`config.mk`:
```
export PLATFORM = sky130hd
export DESIGN_NAME = dot_accum16
export DESIGN_NICKNAME = d
export VERILOG_FILES = /design/src/rtl/dot_accum16.sv
export SDC_FILE = /design/constraint.sdc
export NUM_CORES = 1
export LEC_CHECK = 0
export BUFFER_PORTS_ARGS = -buffer_cell sky130_fd_sc_hd__buf_2
export CAP_MARGIN = 0
export CELL_PAD_IN_SITES_DETAIL_PLACEMENT = 2
export CELL_PAD_IN_SITES_GLOBAL_PLACEMENT = 2
export CORE_MARGIN = 5
export CORE_UTILIZATION = 30
export DETAILED_ROUTE_END_ITERATION = 12
export PLACE_DENSITY = 0.84
export SYNTH_ARGS = -nofsm -noshare
export SYNTH_HDL_FRONTEND = slang
export SYNTH_SLANG_ARGS = --single-unit
```
`constraint.sdc`:
```
create_clock -name clock -period 3 [get_ports clock]
set_clock_uncertainty 0.05 [all_clocks]
set_input_delay 0.15 -clock clock [delete_from_list [all_inputs] [get_ports clock]]
set_output_delay 0.15 -clock clock [all_outputs]
set_load 0.03 [all_outputs]
```
`src/rtl/dot_accum16.sv`:
```
// Saturating signed dot-product accumulator fed by a stream of 16-bit products.
// Holds each vector's sum, term count and sticky clamp flag on an output handshake.
module dot_accum16 #(
  parameter int ACC_W = 24,
  parameter int CNT_W = 8
) (
  input  logic             clock,
  input  logic             reset,
  input  logic             clear,
  input  logic             in_valid,
  output logic             in_ready,
  input  logic [15:0]      in_product,
  input  logic             in_last,
  output logic             out_valid,
  input  logic             out_ready,
  output logic [ACC_W-1:0] out_sum,
  output logic [CNT_W-1:0] out_count,
  output logic             out_sat
);

  typedef enum logic {ACCUM, DONE} state_t;

  state_t           state;
  logic [ACC_W-1:0] acc;
  logic [CNT_W-1:0] cnt;
  logic             sat_flag;

  logic             accept;
  logic             handshake;
  logic [ACC_W-1:0] prod_ext;
  logic [ACC_W:0]   sum_wide;
  logic             overflow;
  logic [ACC_W-1:0] acc_next;
  logic [CNT_W-1:0] cnt_next;

  always_comb begin
    in_ready  = (state == ACCUM) ? !clear : (out_ready && !clear);
    accept    = in_valid && in_ready;
    handshake = out_valid && out_ready;
    prod_ext  = {{(ACC_W-16){in_product[15]}}, in_product};
    sum_wide  = {acc[ACC_W-1], acc} + {prod_ext[ACC_W-1], prod_ext};
    // The two top bits of the one-bit-wider sum disagree exactly on overflow
    overflow  = sum_wide[ACC_W] != sum_wide[ACC_W-1];
    if (!overflow)
      acc_next = sum_wide[ACC_W-1:0];
    else if (sum_wide[ACC_W])
      acc_next = {1'b1, {(ACC_W-1){1'b0}}};
    else
      acc_next = {1'b0, {(ACC_W-1){1'b1}}};
    cnt_next  = (cnt == '1) ? cnt : cnt + CNT_W'(1);
  end

  always_ff @(posedge clock or posedge reset) begin
    if (reset) begin
      state     <= ACCUM;
      out_valid <= 1'b0;
      acc       <= '0;
      cnt       <= '0;
      sat_flag  <= 1'b0;
    end else if (clear) begin
      state     <= ACCUM;
      out_valid <= 1'b0;
      acc       <= '0;
      cnt       <= '0;
      sat_flag  <= 1'b0;
    end else begin
      case (state)
        ACCUM: begin
          if (accept) begin
            acc      <= acc_next;
            cnt      <= cnt_next;
            sat_flag <= sat_flag | overflow;
            if (in_last) begin
              state     <= DONE;
              out_valid <= 1'b1;
            end
          end
        end
        DONE: begin
          if (handshake) begin
            // A beat accepted alongside the handshake opens the next vector
            if (accept) begin
              acc      <= prod_ext;
              cnt      <= CNT_W'(1);
              sat_flag <= 1'b0;
              if (in_last) begin
                state     <= DONE;
                out_valid <= 1'b1;
              end else begin
                state     <= ACCUM;
                out_valid <= 1'b0;
              end
            end else begin
              acc       <= '0;
              cnt       <= '0;
              sat_flag  <= 1'b0;
              state     <= ACCUM;
              out_valid <= 1'b0;
            end
          end
        end
        default: begin
          state     <= ACCUM;
          out_valid <= 1'b0;
        end
      endcase
    end
  end

  assign out_sum   = acc;
  assign out_count = cnt;
  assign out_sat   = sat_flag;

endmodule

```
==> run metrics <==
result of the run complete, but fails checks; failing checks setup timing; detailed router's first-iteration violation count 107; die area 12800 sq um; maximum number of pins on one net before global-route repair 40; count of buffers inserted at the top-level ports 56; number of buffers created by CTS 5; Initial Util 30.8%; fraction of the core area covered by cells at the end of the flow 38.6%; reg-to-reg setup timing slack -0.05 ns; share of layout cells above drive strength 1 29.1%; Clock Root Buffer sky130_fd_sc_hd__clkbuf_8; total vias in the final route 3296; setup slack after layout -0.0476 ns; transition at the pin with the smallest max-transition slack 0.840 ns; peak fanout along the critical path 8; routed wire length per instance 21.5 um; share of synthesized area occupied by flip-flops and latches 27.5%; worst r2r path cells 13; slowest cell on the critical path sky130_fd_sc_hd__dfrtp_1; class of the tightest hold or removal check in -> reg; Rel. slew slack 43.9%; floorplan die width 113 um; Setup crit start kind flip-flop; number of different library cells in the post-synthesis netlist between 50 and 60; number of buffers between clock root and the deepest sink 2; synthesized area per cell between 8 and 9 sq um; PwrDens 790 nW/um^2; category of the most critical setup path reg -> reg; maximum vdd drop 299 uV; r2r startpoint out_sum[0]$_DFFE_PP0P_; top-level port count 57; setup total negative slack -0.458 ns; leakage power 0.00183 uW; max-capacitance violation count 0; flip-flop and latch count after synthesis 35; top cell type by total area after synthesis sky130_fd_sc_hd__dfrtp_1; Hold Violations, Final 0; end of the worst register-to-register path out_sum[15]$_DFFE_PP0P_; GRT Resource Usage Total 19.9%; fmax 0.328 GHz; largest cells by area after synthesis sky130_fd_sc_hd__dfrtp_1 (28%), sky130_fd_sc_hd__ha_1 (9.8%), sky130_fd_sc_hd__nand2_1 (6.0%); cell family with the largest share of critical-path delay compound AO/OA/AOI/OAI gates; sum of overflow across all layers after global routing 0; Post-Syn Nets 424; hold path start in_last; fraction of post-synthesis cell area in the top cell type by area 27.5%; Min Clock Period, post-route 3.05 ns; CTS tree yes; EDFF count, synth 0; count of unresolved DRC violations after routing 0; count of buffering cells on the critical path with inverters included 3; Ant. Diodes 0; Placeable Area 10300 sq um; critical path data required time about 3.2 ns; synthesis-to-finish area growth 25.2%; number of endpoints failing setup at the final stage 20; clk sink count 35; Worst-Skew Late Latency 0.33 ns; Hold Slack 0.0576 ns; number of global-route vias before repair ~3700; hold worst-path end state$_DFF_PP0_; number of instances in the synthesized netlist around 380; final weighted congestion of routability-driven global placement 0.844; floorplan row count 37; Yosys warning total 0; signal arrival time at the worst endpoint 3.19 ns; count of cells along the worst hold path 3; initial antenna violation count 0; H-Tree Level Count 2; global-route wire length before repair around 20000 um; async set or reset register ratio after synthesis 100%; nets 494; stage delay of the slowest cell on the critical path approximately 0.43 ns; DRT antenna net count 0; Period Utilization, post-route 102%; Reg clk slew, reported paths 0.09 ns; HPWL after DPL 8780 um; Die Ht ~110 um; Top FF cell, synth sky130_fd_sc_hd__dfrtp_1; unrepaired setup endpoints after global routing true; DR pass1 iterations 4; Slew Limit Fails 0; crit path cell chain ha_4 > fa_2 > a211oi_4 > nor3_2 > o21ai_2 > a31oi_2 > a311oi_2 > buf_4 > a21boi_4 > buf_12 > buf_8 > a21o_4 > o21ai_1; type of destination of the critical path flip-flop; overall routed net length 12500 um; area of the mapped netlist 3180 sq um; via density per instance 5.65
## per-stage QoR
| stage | cells | area (sq um) | total power, uW | setup slack (ns) |
|---|---|---|---|---|
| after floorplan | 376 | 3180 | 1940 | 0.0127 |
| after global placement | 563 | 3650 | 2350 | 0.0792 |
| after detailed placement | 563 | 3650 | 2440 | -0.120 |
| after CTS | 581 | 3940 | 3080 | 0.00225 |
| after global routing | 583 | 3990 | 3340 | -0.136 |
| final | 583 | 3990 | 3150 | -0.0476 |
## report_power, final
| group | internal [uW] | switching (uW) | total (uW) | leakage [uW] |
|---|---|---|---|---|
| Clock | 248 | 232 | 481 | 0.0000581 |
| Sequential | 566 | 105 | 671 | 0.000466 |
| Combinational | 778 | 1220 | 2000 | 0.00130 |
| Total | 1590 | 1560 | 3150 | 0.00183 |
## cell type report
class                           instances  area [sq um]
Clock buffer                            5          68.8
Clock inverter                          3          43.8
Fill cell                            1161          6340
Inverter                               12          45.0
Multi-Input combinational cell        311          2250
Sequential cell                        35           876
Tap cell                              136           170
Timing Repair Buffer                   81           527
## cells by family after synthesis
family / count (synthesis) / synth area share [%]
adder cells (fa/ha/maj): 26 / 10.5
flip-flops: 35 / 27.5
multiplexers: 1 / 0.315
buffers and inverters: 31 / 4.99
AND/OR/NAND/NOR: 127 / 18.3
AO/OA/AOI/OAI: 130 / 31.3
XOR/XNOR: 26 / 7.16
## repair_timing
item / CTS / global route
pin swaps: 8 / 6
hold endpoints to repair: 20 / 0
endpoints found under the setup margin: 24 / 24
gates resized for setup: 14 / 8
hold buffers: 1 / 0
setup buffers: 7 / 2
cloned: 2 / 0
## cells in the mapped netlist, types with 3 or more instances
cell type / n
sky130_fd_sc_hd__a211oi_1: 4
sky130_fd_sc_hd__a221oi_1: 7
sky130_fd_sc_hd__nand2_1: 51
sky130_fd_sc_hd__xnor2_1: 14
sky130_fd_sc_hd__nand3_1: 5
sky130_fd_sc_hd__o21a_1: 4
sky130_fd_sc_hd__o211ai_1: 3
sky130_fd_sc_hd__o221ai_2: 8
sky130_fd_sc_hd__o21ai_2: 3
sky130_fd_sc_hd__nor2_1: 28
sky130_fd_sc_hd__and3_1: 3
sky130_fd_sc_hd__ha_1: 25
sky130_fd_sc_hd__nand4_1: 6
sky130_fd_sc_hd__buf_2: 3
sky130_fd_sc_hd__o31ai_1: 3
sky130_fd_sc_hd__xor2_1: 12
sky130_fd_sc_hd__o221ai_1: 7
sky130_fd_sc_hd__o21ai_1: 7
sky130_fd_sc_hd__clkbuf_1: 11
sky130_fd_sc_hd__inv_1: 12
sky130_fd_sc_hd__nor3_1: 22
sky130_fd_sc_hd__nor3_2: 3
sky130_fd_sc_hd__o21ai_0: 20
sky130_fd_sc_hd__a21o_1: 7
sky130_fd_sc_hd__dfrtp_1: 35
sky130_fd_sc_hd__a21oi_1: 34
## registers in the layout (all words and copies together) (netlist names)
name / flops
out_count: 8
out_valid: 1
state: 1
out_sum: 24
out_sat: 1
## worst max-delay path by stage
| stage | start | to | slack, ns | cells past startpoint |
|---|---|---|---|---|
| after detailed placement | out_sum[0]$_DFFE_PP0P_ | out_sum[1]$_DFFE_PP0P_ | -0.12 | 11 |
| after CTS | out_sum[0]$_DFFE_PP0P_ | out_sum[19]$_DFFE_PP0P_ | 0.002 | 13 |
| after floorplan | out_sum[0]$_DFFE_PP0P_ | out_sum[14]$_DFFE_PP0P_ | 0.01 | 12 |
| after global placement | out_sum[0]$_DFFE_PP0P_ | out_sum[0]$_DFFE_PP0P_ | 0.08 | 11 |
| after global routing | out_sum[0]$_DFFE_PP0P_ | out_sum[5]$_DFFE_PP0P_ | -0.14 | 12 |
| final | out_sum[0]$_DFFE_PP0P_ | out_sum[15]$_DFFE_PP0P_ | -0.05 | 13 |
## tightest hold or removal path, stage by stage
cell and delay (ns):
sky130_fd_sc_hd__buf_2 0.09, sky130_fd_sc_hd__nand2_1 0.08, sky130_fd_sc_hd__a21oi_1 0.06
## per-layer routing
metal	GRT usage, %	part of all wire (%)	up-vias
li1	-	-	1534
met1	24.8	44	1677
met2	35.0	51	70
met3	3.05	2.5	15
met4	6.41	2.3	0
met5	0	0	-
## cells in the final DEF, fill, tap and decap left out, drive strengths merged, types with 3 or more instances in the layout
cell    synthesis  final
buf             8     80
nand2          51     51
dfrtp          35     35
a21oi          34     34
o21ai          30     30
nor2           28     28
ha             25     25
nor3           25     25
o221ai         15     15
xnor2          14     14
inv            12     12
xor2           12     12
a21o           10     11
a221oi          8      8
nand4           6      6
a211oi          6      6
clkbuf         11      5
nand3           5      5
o21a            4      4
o211ai          4      4
and3            3      3
o31ai           3      3
a31oi           3      3
Note: power is estimated with default switching activity, not from simulation.
